$ cat config.mk
export PLATFORM = sky130hd
export DESIGN_NAME = riscv_multi_ctrl
export DESIGN_NICKNAME = d
export VERILOG_FILES = /design/src/rtl/riscv_pkg.sv /design/src/rtl/alu_decoder.sv /design/src/rtl/riscv_multi_ctrl.sv
export SDC_FILE = /design/constraint.sdc
export NUM_CORES = 1
export LEC_CHECK = 0
export CAP_MARGIN = 10
export CORE_MARGIN = 1
export CORE_UTILIZATION = 38
export CTS_CLUSTER_DIAMETER = 80
export DETAILED_ROUTE_END_ITERATION = 16
export PLACE_DENSITY_LB_ADDON = 0.05
export RECOVER_POWER = 100
export SYNTH_ARGS = -nofsm -noshare
export SYNTH_HDL_FRONTEND = slang
export SYNTH_SLANG_ARGS = --single-unit
$ cat constraint.sdc
create_clock -name clk -period 3.3 [get_ports clk]
set_input_delay 0.66 -clock clk [delete_from_list [all_inputs] [get_ports clk]]
set_output_delay 0.66 -clock clk [all_outputs]
set_load 0.005 [all_outputs]
$ cat src/rtl/riscv_pkg.sv
// Shared encodings for the multicycle RISC-V controller: FSM states, opcodes,
// ALU operation selects and immediate formats.
package riscv_pkg;

  typedef enum logic [3:0] {
    S_FETCH    = 4'd0,
    S_DECODE   = 4'd1,
    S_MEMADR   = 4'd2,
    S_MEMREAD  = 4'd3,
    S_MEMWB    = 4'd4,
    S_MEMWRITE = 4'd5,
    S_EXECUTER = 4'd6,
    S_EXECUTEI = 4'd7,
    S_ALUWB    = 4'd8,
    S_BEQ      = 4'd9,
    S_JAL      = 4'd10,
    S_ILLEGAL  = 4'd11
  } state_t;

  localparam logic [6:0] OP_LOAD   = 7'b0000011;
  localparam logic [6:0] OP_STORE  = 7'b0100011;
  localparam logic [6:0] OP_RTYPE  = 7'b0110011;
  localparam logic [6:0] OP_ITYPE  = 7'b0010011;
  localparam logic [6:0] OP_BRANCH = 7'b1100011;
  localparam logic [6:0] OP_JAL    = 7'b1101111;

  typedef enum logic [1:0] {
    ALUOP_ADD   = 2'b00,
    ALUOP_SUB   = 2'b01,
    ALUOP_FUNCT = 2'b10
  } aluop_t;

  typedef enum logic [2:0] {
    ALU_ADD = 3'b000,
    ALU_SUB = 3'b001,
    ALU_AND = 3'b010,
    ALU_OR  = 3'b011,
    ALU_SLT = 3'b101
  } aluctrl_t;

  typedef enum logic [1:0] {
    IMM_I = 2'b00,
    IMM_S = 2'b01,
    IMM_B = 2'b10,
    IMM_J = 2'b11
  } immsrc_t;

  // Immediate format is a pure function of the opcode; unknown opcodes use I-type
  function automatic logic [1:0] immSrcOf(input logic [6:0] op);
    logic [1:0] imm;
    imm = IMM_I;
    case (op)
      OP_STORE:  imm = IMM_S;
      OP_BRANCH: imm = IMM_B;
      OP_JAL:    imm = IMM_J;
      default:   imm = IMM_I;
    endcase
    return imm;
  endfunction

endpackage

$ cat src/rtl/alu_decoder.sv
// ALU operation select from the FSM's ALUOp class and the instruction funct fields.
module alu_decoder
  import riscv_pkg::*;
(
  input  logic [1:0] alu_op_i,
  input  logic [2:0] funct3_i,
  input  logic       op5_i,
  input  logic       funct7_5_i,
  output logic [2:0] alu_ctrl_o
);

  // Subtract is only an R-type encoding; addi with Instr[30] set still adds
  always_comb begin
    alu_ctrl_o = ALU_ADD;
    case (alu_op_i)
      ALUOP_ADD: alu_ctrl_o = ALU_ADD;
      ALUOP_SUB: alu_ctrl_o = ALU_SUB;
      ALUOP_FUNCT: begin
        case (funct3_i)
          3'b000: begin
            if (op5_i && funct7_5_i) alu_ctrl_o = ALU_SUB;
            else                     alu_ctrl_o = ALU_ADD;
          end
          3'b010:  alu_ctrl_o = ALU_SLT;
          3'b110:  alu_ctrl_o = ALU_OR;
          3'b111:  alu_ctrl_o = ALU_AND;
          default: alu_ctrl_o = ALU_ADD;
        endcase
      end
      default: alu_ctrl_o = ALU_ADD;
    endcase
  end

endmodule

$ cat src/rtl/riscv_multi_ctrl.sv
// Multicycle RISC-V control unit: Moore FSM sequencing a shared-memory datapath,
// with outputs decoded from the current state, funct fields and Zero.
module riscv_multi_ctrl
  import riscv_pkg::*;
#(
  parameter int MEM_WAIT_EN = 1
) (
  input  logic       clk,
  input  logic       reset,
  input  logic [6:0] opcode,
  input  logic [2:0] funct3,
  input  logic       funct7_5,
  input  logic       Zero,
  input  logic       mem_ready,
  output logic       PCWrite,
  output logic       AdrSrc,
  output logic       IRWrite,
  output logic       Mem_Write,
  output logic       Reg_Write,
  output logic [1:0] ResultSrc,
  output logic [1:0] ALUSrcA,
  output logic [1:0] ALUSrcB,
  output logic [1:0] ImmSrc,
  output logic [2:0] ALUCtrl,
  output logic       illegal,
  output logic [3:0] state
);

  state_t state_q, state_d;
  aluop_t aluOp;
  logic   memReady;
  logic   pcUpdate;
  logic   branch;

  assign memReady = (MEM_WAIT_EN != 0) ? mem_ready : 1'b1;

  always_comb begin
    state_d = state_q;
    case (state_q)
      S_FETCH: if (memReady) state_d = S_DECODE;
      S_DECODE: begin
        case (opcode)
          OP_LOAD, OP_STORE: state_d = S_MEMADR;
          OP_RTYPE:          state_d = S_EXECUTER;
          OP_ITYPE:          state_d = S_EXECUTEI;
          OP_BRANCH:         state_d = S_BEQ;
          OP_JAL:            state_d = S_JAL;
          default:           state_d = S_ILLEGAL;
        endcase
      end
      S_MEMADR: begin
        if (opcode[5]) state_d = S_MEMWRITE;
        else           state_d = S_MEMREAD;
      end
      S_MEMREAD:  if (memReady) state_d = S_MEMWB;
      S_MEMWB:    state_d = S_FETCH;
      S_MEMWRITE: if (memReady) state_d = S_FETCH;
      S_EXECUTER: state_d = S_ALUWB;
      S_EXECUTEI: state_d = S_ALUWB;
      S_JAL:      state_d = S_ALUWB;
      S_ALUWB:    state_d = S_FETCH;
      S_BEQ:      state_d = S_FETCH;
      S_ILLEGAL:  state_d = S_ILLEGAL;
      default:    state_d = S_FETCH;
    endcase
  end

  // Async reset lands in FETCH so write enables drop without waiting for a clock
  always_ff @(posedge clk or negedge reset) begin
    if (!reset) state_q <= S_FETCH;
    else        state_q <= state_d;
  end

  always_comb begin
    pcUpdate  = 1'b0;
    branch    = 1'b0;
    aluOp     = ALUOP_ADD;
    AdrSrc    = 1'b0;
    IRWrite   = 1'b0;
    Mem_Write = 1'b0;
    Reg_Write = 1'b0;
    ResultSrc = 2'b00;
    ALUSrcA   = 2'b00;
    ALUSrcB   = 2'b00;
    illegal   = 1'b0;
    case (state_q)
      S_FETCH: begin
        ALUSrcB   = 2'b10;
        ResultSrc = 2'b10;
        IRWrite   = memReady;
        pcUpdate  = memReady;
      end
      S_DECODE: begin
        ALUSrcA = 2'b01;
        ALUSrcB = 2'b01;
      end
      S_MEMADR: begin
        ALUSrcA = 2'b10;
        ALUSrcB = 2'b01;
      end
      S_MEMREAD: AdrSrc = 1'b1;
      S_MEMWB: begin
        ResultSrc = 2'b01;
        Reg_Write = 1'b1;
      end
      S_MEMWRITE: begin
        AdrSrc    = 1'b1;
        Mem_Write = 1'b1;
      end
      S_EXECUTER: begin
        ALUSrcA = 2'b10;
        aluOp   = ALUOP_FUNCT;
      end
      S_EXECUTEI: begin
        ALUSrcA = 2'b10;
        ALUSrcB = 2'b01;
        aluOp   = ALUOP_FUNCT;
      end
      S_JAL: begin
        ALUSrcA  = 2'b01;
        ALUSrcB  = 2'b10;
        pcUpdate = 1'b1;
      end
      S_ALUWB: Reg_Write = 1'b1;
      S_BEQ: begin
        ALUSrcA = 2'b10;
        aluOp   = ALUOP_SUB;
        branch  = 1'b1;
      end
      S_ILLEGAL: illegal = 1'b1;
      default: ;
    endcase
  end

  assign PCWrite = pcUpdate | (branch & Zero);
  assign ImmSrc  = immSrcOf(opcode);
  assign state   = state_q;

  alu_decoder u_alu_decoder (
    .alu_op_i   (aluOp),
    .funct3_i   (funct3),
    .op5_i      (opcode[5]),
    .funct7_5_i (funct7_5),
    .alu_ctrl_o (ALUCtrl)
  );

endmodule

==> results of run 1 <==
cell families (layout without fill, tap and decap cells):
family	count (synthesis)	in the layout
simple gates	44	44
compound gates	18	18
buf+inv	11	46
flops	4	4
xor+xnor	3	3
fa+ha+maj	2	2
mux	1	1
worst max path at each step:
| stage | cells past startpoint | slack [ns] | from | to |
|---|---|---|---|---|
| global route | 6 | 0.14 | state[3] | ALUCtrl[1] |
| detailed placement | 4 | 0.38 | opcode[3] | ImmSrc[0] |
| floorplan | 6 | 1.19 | state[1] | ALUCtrl[1] |
| finish | 4 | 0.23 | opcode[3] | ImmSrc[0] |
| CTS | 4 | 0.39 | opcode[3] | ImmSrc[0] |
| global placement | 4 | 0.42 | opcode[3] | ImmSrc[0] |
worst reg2reg max path, cell delays in order (launching register included):
cell and delay (ns):
dfrtp_1 0.35, clkbuf_1 0.54, or4b_4 0.57, a41o_1 0.22, a21o_1 0.15, o211ai_1 0.07
synth_stat cells, types with 2 or more instances:
| cell type | number |
|---|---|
| nor2_1 | 14 |
| nand2b_1 | 7 |
| nor3_1 | 7 |
| inv_1 | 6 |
| nand2_1 | 5 |
| a21oi_1 | 4 |
| clkbuf_1 | 4 |
| dfrtp_1 | 4 |
| nand3_1 | 4 |
| or3_1 | 3 |
| ha_1 | 2 |
| o21ai_1 | 2 |
| o22ai_1 | 2 |
| xnor2_1 | 2 |
final cells by class:
class                      count  area, sq um  area share [%]
timing repair buffer          37        357.8           38.49
tap                           15        18.77           2.019
inverter                       6        22.52           2.423
sequential                     4        100.1           10.77
multi-input combinational     68        407.9           43.88
clock buffer                   3        22.52           2.423
layer usage:
| layer | vias up | global-route usage (%) | wire [um] |
|---|---|---|---|
| met5 | - | 0 | 0 |
| met4 | 0 | 7.500 | 10 |
| met3 | 2 | 3.333 | 143 |
| met2 | 38 | 33.33 | 673 |
| met1 | 320 | 20.33 | 605 |
| li1 | 369 | - | - |
power groups by stage:
stage	combinational [mW]	sequential, mW	clock [mW]
floorplan	0.315	0.0921	0
global placement	0.536	0.115	0
detailed placement	0.539	0.115	0
CTS	0.543	0.114	0.0631
global route	0.548	0.117	0.0645
finish	0.492	0.113	0.0607
through the flow:
stage | area (sq um) | power [mW] | hold WS, ns | setup slack (ns) | utilization (%)
after CTS | 942.2 | 0.7198 | 0.6168 | 0.3875 | 70.64
final | 929.6 | 0.6651 | 0.6846 | 0.2312 | 69.70
after global placement | 919.6 | 0.6503 | 0.7840 | 0.4244 | 68.95
after detailed placement | 919.6 | 0.6539 | 0.7804 | 0.3849 | 68.95
after floorplan | 558.0 | 0.4074 | 0.3644 | 1.189 | -
after global routing | 929.6 | 0.7291 | 0.7026 | 0.1354 | 69.70
==> results_dict.tcl, run 1 <==
set metrics [dict create \
    cts_made_buffers 3 \
    cp_slowest_cell "dlygate4sd3_1" \
    p_leak_nw 0.4123 \
    synth_compound_gate_area_share_pct 22.65 \
    drive_above_1_share_pct 4.237 \
    yosysSeqAreaShare_pct 17.94 \
    cp-start-kind "primary input" \
    ir_drop_mv 0.3843 \
    hold_viol_final 0 \
    ios 36 \
    yosys-top-cells-area "dfrtp_1, nor2_1, nand2b_1" \
    dp_hpwl_um 1115 \
    cpPeakStageDelay_ns 0.61 \
    rsz0062_at_grt "false" \
    maxSlewViolCount 0 \
    pwr-share-seq_pct 16.9 \
    vias 729 \
    wl_per_cell_um 10.77 \
    avgSynthCellArea_sq_um 6.723 \
    drcViolationCount 0 \
    relSlewSlack_pct 54.21 \
    cp_num_buf_inv 2 \
    htree_levels 1 \
    hold_path.class "primary input to asynchronous set/reset pin" \
    grt_max_degree 18 \
    pwr-share-clk_pct 9.1 \
    fin_skew_ns 0.007652 \
    synth_ff_type "dfrtp_1" \
    dieArea_sq_um 1626 \
    yosysUniqueCellTypes 31 \
    crit_path_end_kind "output pin" \
    power.share.switching_pct 42.54 \
    maxCapViolations 0 \
    hold_buffers 0 \
    cp_top_family "buffers and inverters" \
    syn_inst 83 \
    yosysWarnings 0 \
    synth_top_family_by_area "simple AND/OR/NAND/NOR gates" \
    syn_nets 100 \
    antenna_found_initial 0 \
    core_sq_um 1334 \
    die_x_um 40.32 \
    reg2reg_depth 5 \
    yosys-mux-area-fraction_pct 1.794 \
    clock_path_buffers 2 \
    largest_reg_flops 4 \
    fin_setup_tns_ns 0 \
    reg2reg_setup_slack_ns 1.32 \
    die_h_um 40.32 \
    outcome "finished clean" \
    gp_congestion 0.8720 \
    synth_edf_count 0 \
    p_per_area_nw_per_um2 715.5 \
    cts_num_sinks 4 \
    fin_cells 133 \
    layout_common_cells "dlygate4sd3_1, clkdlybuf4s50_1, nor2_1" \
    netlist.area_leader.share_pct 17.94 \
    dr.pass1.iters 6 \
    antennaDiodeCount 0 \
    drtIter0Drc 23 \
    placedCellCount 130 \
    worstPathArrival_ns 2.41 \
    p_comb_share_pct 73.9 \
    yosys.area_share.simple_pct 40.36 \
    start_util_pct 41.84 \
    worst_pin_slew_ns 0.6869 \
    r2r-end "state[0]" \
    grt_pass1_wl_um 2014 \
    cts_setup_buffers 0 \
    final_common_cell "dlygate4sd3_1" \
    crit_type "primary input to output pin" \
    grt_util_all_layers_pct 18.26 \
    port_buffers 35 \
    setup_viol 0 \
    synthXorXnorAreaFrac_pct 4.709 \
    nets 137 \
    cp_common_cell "dlygate4sd3_1" \
    synth-async-reset-ratio_pct 100.0 \
    num_rows 13 \
    clk_pin_slew_ns 0.04 \
    cts_root_buf "clkbuf_4" \
    p_int_mw 0.3822 \
    viasPerCell 5.481 \
    required_ns 2.64 \
    finalCriticalPeriod_ns 3.069 \
    crit_chain "dlygate4sd3_1 > or3_1 > a21boi_0 > dlygate4sd3_1" \
    fmax_ghz 0.3259 \
    fill_cells 131 \
    cts_tree "yes" \
    period_share_pct 92.99 \
    grt_pass1_vias 515 \
    worstPathMaxFanout 5 \
    overflow 0 \
    synth_area_sq_um 558.0 \
    area_growth_pct 66.59 \
    synthAdderAreaFrac_pct 4.484 \
    drt_wl_total_um 1433 \
    switchingPower_mw 0.2830 \
    r2r_start "state[0]" \
    cts_resized 0 \
    clock_latency_ns 0.24 \
    ys_seq_elements 4 \
    yosysTopAreaCell "dfrtp_1" \
    ant_nets 0 \
]
Note: power is estimated with default switching activity, not from simulation.
==> run 2, diff against run 1 <==
--- a/config.mk
+++ b/config.mk
@@ -5,13 +5,14 @@
 export SDC_FILE = /design/constraint.sdc
 export NUM_CORES = 1
 export LEC_CHECK = 0
+export ABC_AREA = 1
 export CAP_MARGIN = 10
 export CORE_MARGIN = 1
 export CORE_UTILIZATION = 38
 export CTS_CLUSTER_DIAMETER = 80
 export DETAILED_ROUTE_END_ITERATION = 16
 export PLACE_DENSITY_LB_ADDON = 0.05
-export RECOVER_POWER = 100
+export RECOVER_POWER = 25
 export SYNTH_ARGS = -nofsm -noshare
 export SYNTH_HDL_FRONTEND = slang
 export SYNTH_SLANG_ARGS = --single-unit
==> run 2 against run 1 <==
  * Die area fell by 1.3%
  * Via count shrank 2.3%
  * Setup slack gained 0.22 ns
  * Maximum frequency is 7.8% higher
  * Synthesized cell count up 19%
  * Core utilization is 1.8 points higher
  * Sequential share of layout area down 0.14 points
  * Largest cell class unchanged
  * Highest routed layer is now met3
==> results_dict.tcl, run 2 <==
set metrics [dict create \
    overflow 0 \
    clock_path_buffers 2 \
    die_h_um 40.06 \
    layout_common_cells "clkdlybuf4s50_1, nand2_1, inv_1" \
    grt_util_all_layers_pct 18.92 \
    required_ns 2.64 \
    drtIter0Drc 14 \
    grt_util_met1_pct 24.41 \
    hold_slack_ns 0.6093 \
    outcome "finished clean" \
    period_share_pct 86.25 \
    grt_pass1_wl_um 2173 \
    synth-async-reset-ratio_pct 100.0 \
    start_util_pct 41.79 \
    cts_tree "yes" \
    nets 156 \
    finalCriticalPeriod_ns 2.846 \
    drive_above_1_share_pct 12.41 \
    reg2reg_setup_slack_ns 2.04 \
    clk_pin_slew_ns 0.03 \
    cts_root_buf "clkbuf_4" \
    cts_setup_buffers 0 \
    yosys-top-cells-count "nand2_1, inv_1, nor2_1, a21oi_1, nand3_1" \
    p_leak_nw 0.4621 \
    gp_congestion 0.8803 \
    final_common_cell "clkdlybuf4s50_1" \
    fin_setup_tns_ns 0 \
    htree_levels 1 \
    fmax_ghz 0.3513 \
    avgSynthCellArea_sq_um 5.561 \
    dr.pass1.iters 3 \
    met3_usage_pct 0.5556 \
    die_x_um 40.06 \
    yosysWarnings 0 \
    worstPathMaxFanout 4 \
    setup_viol 0 \
    ys_seq_elements 4 \
    ios 36 \
    relSlewSlack_pct 82.22 \
    grt_pass1_vias 589 \
    netlist.area_leader.share_pct 18.18 \
    cp-start-kind "flip-flop" \
    p_per_area_nw_per_um2 739.7 \
    antennaDiodeCount 0 \
    wl_per_cell_um 8.961 \
    syn_inst 99 \
    whs_endpoint "state[2]" \
    ant_nets 0 \
    cts_num_sinks 4 \
    min-delay-start "state[2]" \
    syn_nets 116 \
    viasPerCell 4.684 \
    yosysTopAreaCell "dfrtp_1" \
    cts_resized 0 \
    area_growth_pct 71.14 \
    grt.met2_usage_pct 33.87 \
    yosys-top-cells-area "dfrtp_1, nand2_1, inv_1" \
    whs_path_depth 2 \
    fin_skew_ns 0.001180 \
    ir_drop_mv 0.4909 \
    r2r-end "state[2]" \
    largest_reg_flops 4 \
    rsz0062_at_grt "false" \
    synth_area_sq_um 550.5 \
    drt_wl_total_um 1362 \
    synth.most_common_cell "nand2_1" \
    core_sq_um 1318 \
    reg2reg_depth 7 \
    port_buffers 35 \
    maxCapViolations 0 \
    vias 712 \
    hold_path.class "flip-flop to flip-flop" \
    r2r_start "state[1]" \
    crit_path_end_kind "output pin" \
    dieArea_sq_um 1605 \
    crit_type "flip-flop to output pin" \
    synth_ff_type "dfrtp_1" \
    worst_pin_slew_ns 0.2667 \
    maxSlewViolCount 0 \
    hold_buffers 0 \
    antenna_found_initial 0 \
    num_rows 13 \
    cts_made_buffers 3 \
    worstPathArrival_ns 2.19 \
    clock_latency_ns 0.22 \
    yosysUniqueCellTypes 20 \
    synth_edf_count 0 \
    hold_viol_final 0 \
    grt_max_degree 8 \
    yosysSeqAreaShare_pct 18.18 \
    dp_hpwl_um 1209 \
    grt_busiest_layer "met2" \
    drcViolationCount 0 \
]
## run 2: area by class of cell
cell class | instances | area, sq um
Clock buffer | 3 | 22.52
Fill cell | 119 | 375.4
Tap cell | 15 | 18.77
Inverter | 21 | 78.83
Timing Repair Buffer | 35 | 350.3
Sequential cell | 4 | 100.1
Multi-Input combinational cell | 74 | 371.6
## run 2: worst max-delay path: stages (launching register included)
cell	delay (ns)
dfrtp_1	0.37
inv_1	0.09
nor2_1	0.19
inv_1	0.12
nor2_1	0.14
inv_1	0.07
ha_1	0.29
nor3_1	0.18
clkdlybuf4s50_1	0.53
## run 2: per-layer routing
metal | vias to the layer above | wire length (um)
met5 | - | 0
met4 | 0 | 0
met3 | 0 | 45
met2 | 15 | 650
met1 | 309 | 667
li1 | 388 | -
## run 2: worst max path at each step
stage,slack (ns),startpoint,endpoint
2_1_floorplan,1.28,state[2],ALUCtrl[1]
3_3_place_gp,0.54,opcode[5],ImmSrc[0]
3_5_place_dp,0.50,opcode[5],ImmSrc[0]
4_1_cts,0.45,state[2],ALUCtrl[1]
5_1_grt,0.32,state[2],ALUCtrl[1]
6_report,0.45,state[2],ALUCtrl[1]
## run 2: kinds of logic after synthesis
family / share of synthesized area, %
compound gates: 13.64
fa+ha+maj: 4.545
buf+inv: 14.32
flops: 18.18
simple gates: 49.32
## run 2: stage by stage
step / util [%] / cell area [sq um] / setup slack [ns] / power (mW) / instances
3_3_place_gp: 69.80 / 919.6 / 0.5403 / 0.6434 / 149
4_1_cts: 71.51 / 942.2 / 0.4499 / 0.7109 / 152
5_1_grt: 71.51 / 942.2 / 0.3230 / 0.7705 / 152
3_5_place_dp: 69.80 / 919.6 / 0.4995 / 0.6500 / 149
2_1_floorplan: - / 550.5 / 1.280 / 0.3884 / 99
6_report: 71.51 / 942.2 / 0.4536 / 0.6969 / 152
## run 2: report_power, final
| part | internal (mW) | total, mW | switching [mW] |
|---|---|---|---|
| clock network | 0.0404 | 0.0565 | 0.0161 |
| registers | 0.0741 | 0.107 | 0.0333 |
| logic | 0.278 | 0.533 | 0.255 |
==> run 3, diff against run 2 <==
--- a/config.mk
+++ b/config.mk
@@ -6,13 +6,15 @@
 export NUM_CORES = 1
 export LEC_CHECK = 0
 export ABC_AREA = 1
-export CAP_MARGIN = 10
+export CAP_MARGIN = 15
 export CORE_MARGIN = 1
-export CORE_UTILIZATION = 38
+export CORE_UTILIZATION = 39
+export CTS_BUF_LIST = sky130_fd_sc_hd__clkbuf_8
 export CTS_CLUSTER_DIAMETER = 80
 export DETAILED_ROUTE_END_ITERATION = 16
 export PLACE_DENSITY_LB_ADDON = 0.05
 export RECOVER_POWER = 25
+export SKIP_LAST_GASP = 1
 export SYNTH_ARGS = -nofsm -noshare
 export SYNTH_HDL_FRONTEND = slang
 export SYNTH_SLANG_ARGS = --single-unit
==> run 3 against run 2 <==
  * Wire length increased by 8.2%
  * Maximum frequency decreased by 0.43%
  * Clock power increased by 76%
  * Global-route usage increased by 1.7 points
  * Highest routed layer unchanged
  * Power increased by 7.1%
  * Sequential share of layout area decreased by 0.21 points
  * Critical path type unchanged
==> results_dict.tcl, run 3 (synthesized netlist as in run 2, its figures left out) <==
set metrics [dict create \
    cp_common_cell "inv_1" \
    cts_setup_buffers 0 \
    start_util_pct 42.31 \
    largest_reg_flops 4 \
    wl_per_cell_um 9.697 \
    cp-start-kind "flip-flop" \
    area_growth_pct 74.55 \
    pwr-share-seq_pct 14.7 \
    crit_chain "inv_1 > nor2_1 > inv_1 > nor2_1 > inv_1 > ha_1 > nor3_1 > clkdlybuf4s50_1" \
    cts_root_buf "clkbuf_8" \
    clk_pin_slew_ns 0.03 \
    cp_slowest_cell "clkdlybuf4s50_1" \
    grt_pass1_wl_um 2242 \
    htree_levels 1 \
    grt_max_degree 8 \
    drcViolationCount 0 \
    grt_util_all_layers_pct 20.62 \
    ir_drop_mv 0.5843 \
    cts_tree "yes" \
    overflow 0 \
    viasPerCell 4.743 \
    fill_cells 124 \
    period_share_pct 86.63 \
    relSlewSlack_pct 81.30 \
    antenna_found_initial 0 \
    cp_num_buf_inv 4 \
    dp_hpwl_um 1232 \
    worstPathArrival_ns 2.20 \
    ios 36 \
    die_x_um 39.57 \
    crit_path_end_kind "output pin" \
    maxSlewViolCount 0 \
    vias 721 \
    p_int_mw 0.4295 \
    maxCapViolations 0 \
    p_comb_share_pct 72.0 \
    cts_resized 0 \
    dr.pass1.iters 4 \
    nets 156 \
    cts_made_buffers 3 \
    p_per_area_nw_per_um2 776.8 \
    hold_path.class "flip-flop to flip-flop" \
    clock_latency_ns 0.21 \
    p_leak_nw 0.4699 \
    setup_viol 0 \
    worstPathMaxFanout 4 \
    cts_num_sinks 4 \
    cpPeakStageDelay_ns 0.53 \
    hold_buffers 0 \
    drt_wl_total_um 1474 \
    grt_pass1_vias 566 \
    outcome "finished clean" \
    fin_skew_ns 0.001361 \
    die_h_um 39.57 \
    port_buffers 35 \
    worst_pin_slew_ns 0.2805 \
    num_rows 13 \
    final_common_cell "clkdlybuf4s50_1" \
    antennaDiodeCount 0 \
    dieArea_sq_um 1566 \
    layout_common_cells "clkdlybuf4s50_1, nand2_1, inv_1" \
    switchingPower_mw 0.3170 \
    drive_above_1_share_pct 12.41 \
    gp_congestion 0.8876 \
    core_sq_um 1301 \
    crit_type "flip-flop to output pin" \
    fin_cells 152 \
    pwr-share-clk_pct 13.3 \
    power.share.switching_pct 42.46 \
    required_ns 2.64 \
    rsz0062_at_grt "false" \
    drtIter0Drc 7 \
    cp_top_family "buffers and inverters" \
    finalCriticalPeriod_ns 2.859 \
    fin_setup_tns_ns 0 \
    hold_viol_final 0 \
    placedCellCount 149 \
    fmax_ghz 0.3498 \
    clock_path_buffers 2 \
    ant_nets 0 \
]
run 3: metrics by stage:
| step | cell area (sq um) | power [mW] | hold slack (ns) | setup slack [ns] | utilization (%) |
|---|---|---|---|---|---|
| 2_1_floorplan | 550.5 | 0.3884 | 0.3644 | 1.280 | - |
| 3_3_place_gp | 919.6 | 0.6438 | 0.5994 | 0.5511 | 70.67 |
| 3_5_place_dp | 919.6 | 0.6506 | 0.6053 | 0.5040 | 70.67 |
| 4_1_cts | 960.9 | 0.7552 | 0.6119 | 0.4396 | 73.85 |
| 5_1_grt | 960.9 | 0.8204 | 0.6401 | 0.2349 | 73.85 |
| 6_report | 960.9 | 0.7465 | 0.6092 | 0.4414 | 73.85 |
run 3: cell type report:
cell class | count | area (sq um) | area share, %
multi-input cells | 74 | 371.6 | 38.67
repair buffers | 35 | 350.3 | 36.46
well taps | 15 | 18.77 | 1.953
inverters | 21 | 78.83 | 8.203
clock buffers | 3 | 41.29 | 4.297
flip-flops and latches | 4 | 100.1 | 10.42
run 3: final timing paths:
| check | startpoint | endpoint | slack [ns] | cells past startpoint |
|---|---|---|---|---|
| worst max-delay path | state[2] | ALUCtrl[1] | 0.44 | 8 |
| worst min-delay path | state[2] | state[2] | 0.61 | 2 |
| worst max register to register | state[2] | state[2] | 2.04 | 7 |
| worst min register to register | state[2] | state[2] | 0.61 | 2 |
| max in group asynchronous | reset | state[2] | 2.42 | 1 |
| min in group asynchronous | reset | state[0] | 0.72 | 1 |
run 3: tightest hold or removal path: stages, from the launching register on:
cell	delay, ns
dfrtp_1	0.39
inv_1	0.11
o21ai_2	0.07
run 3: per-layer routing:
metal | vias to the layer above | global-route usage (%) | wire (um)
li1 | 383 | - | -
met1 | 324 | 29.17 | 718
met2 | 14 | 34.02 | 711
met3 | 0 | 0.5682 | 43
met5 | - | 0 | 0
met4 | 0 | 5.172 | 0
run 3: power by group through the flow:
stage	Clock (mW)	Combinational [mW]	Sequential, mW
after floorplan	0	0.283	0.106
final	0.0993	0.538	0.109
after detailed placement	0	0.543	0.108
after global routing	0.102	0.605	0.112
after global placement	0	0.536	0.108
after CTS	0.101	0.546	0.108
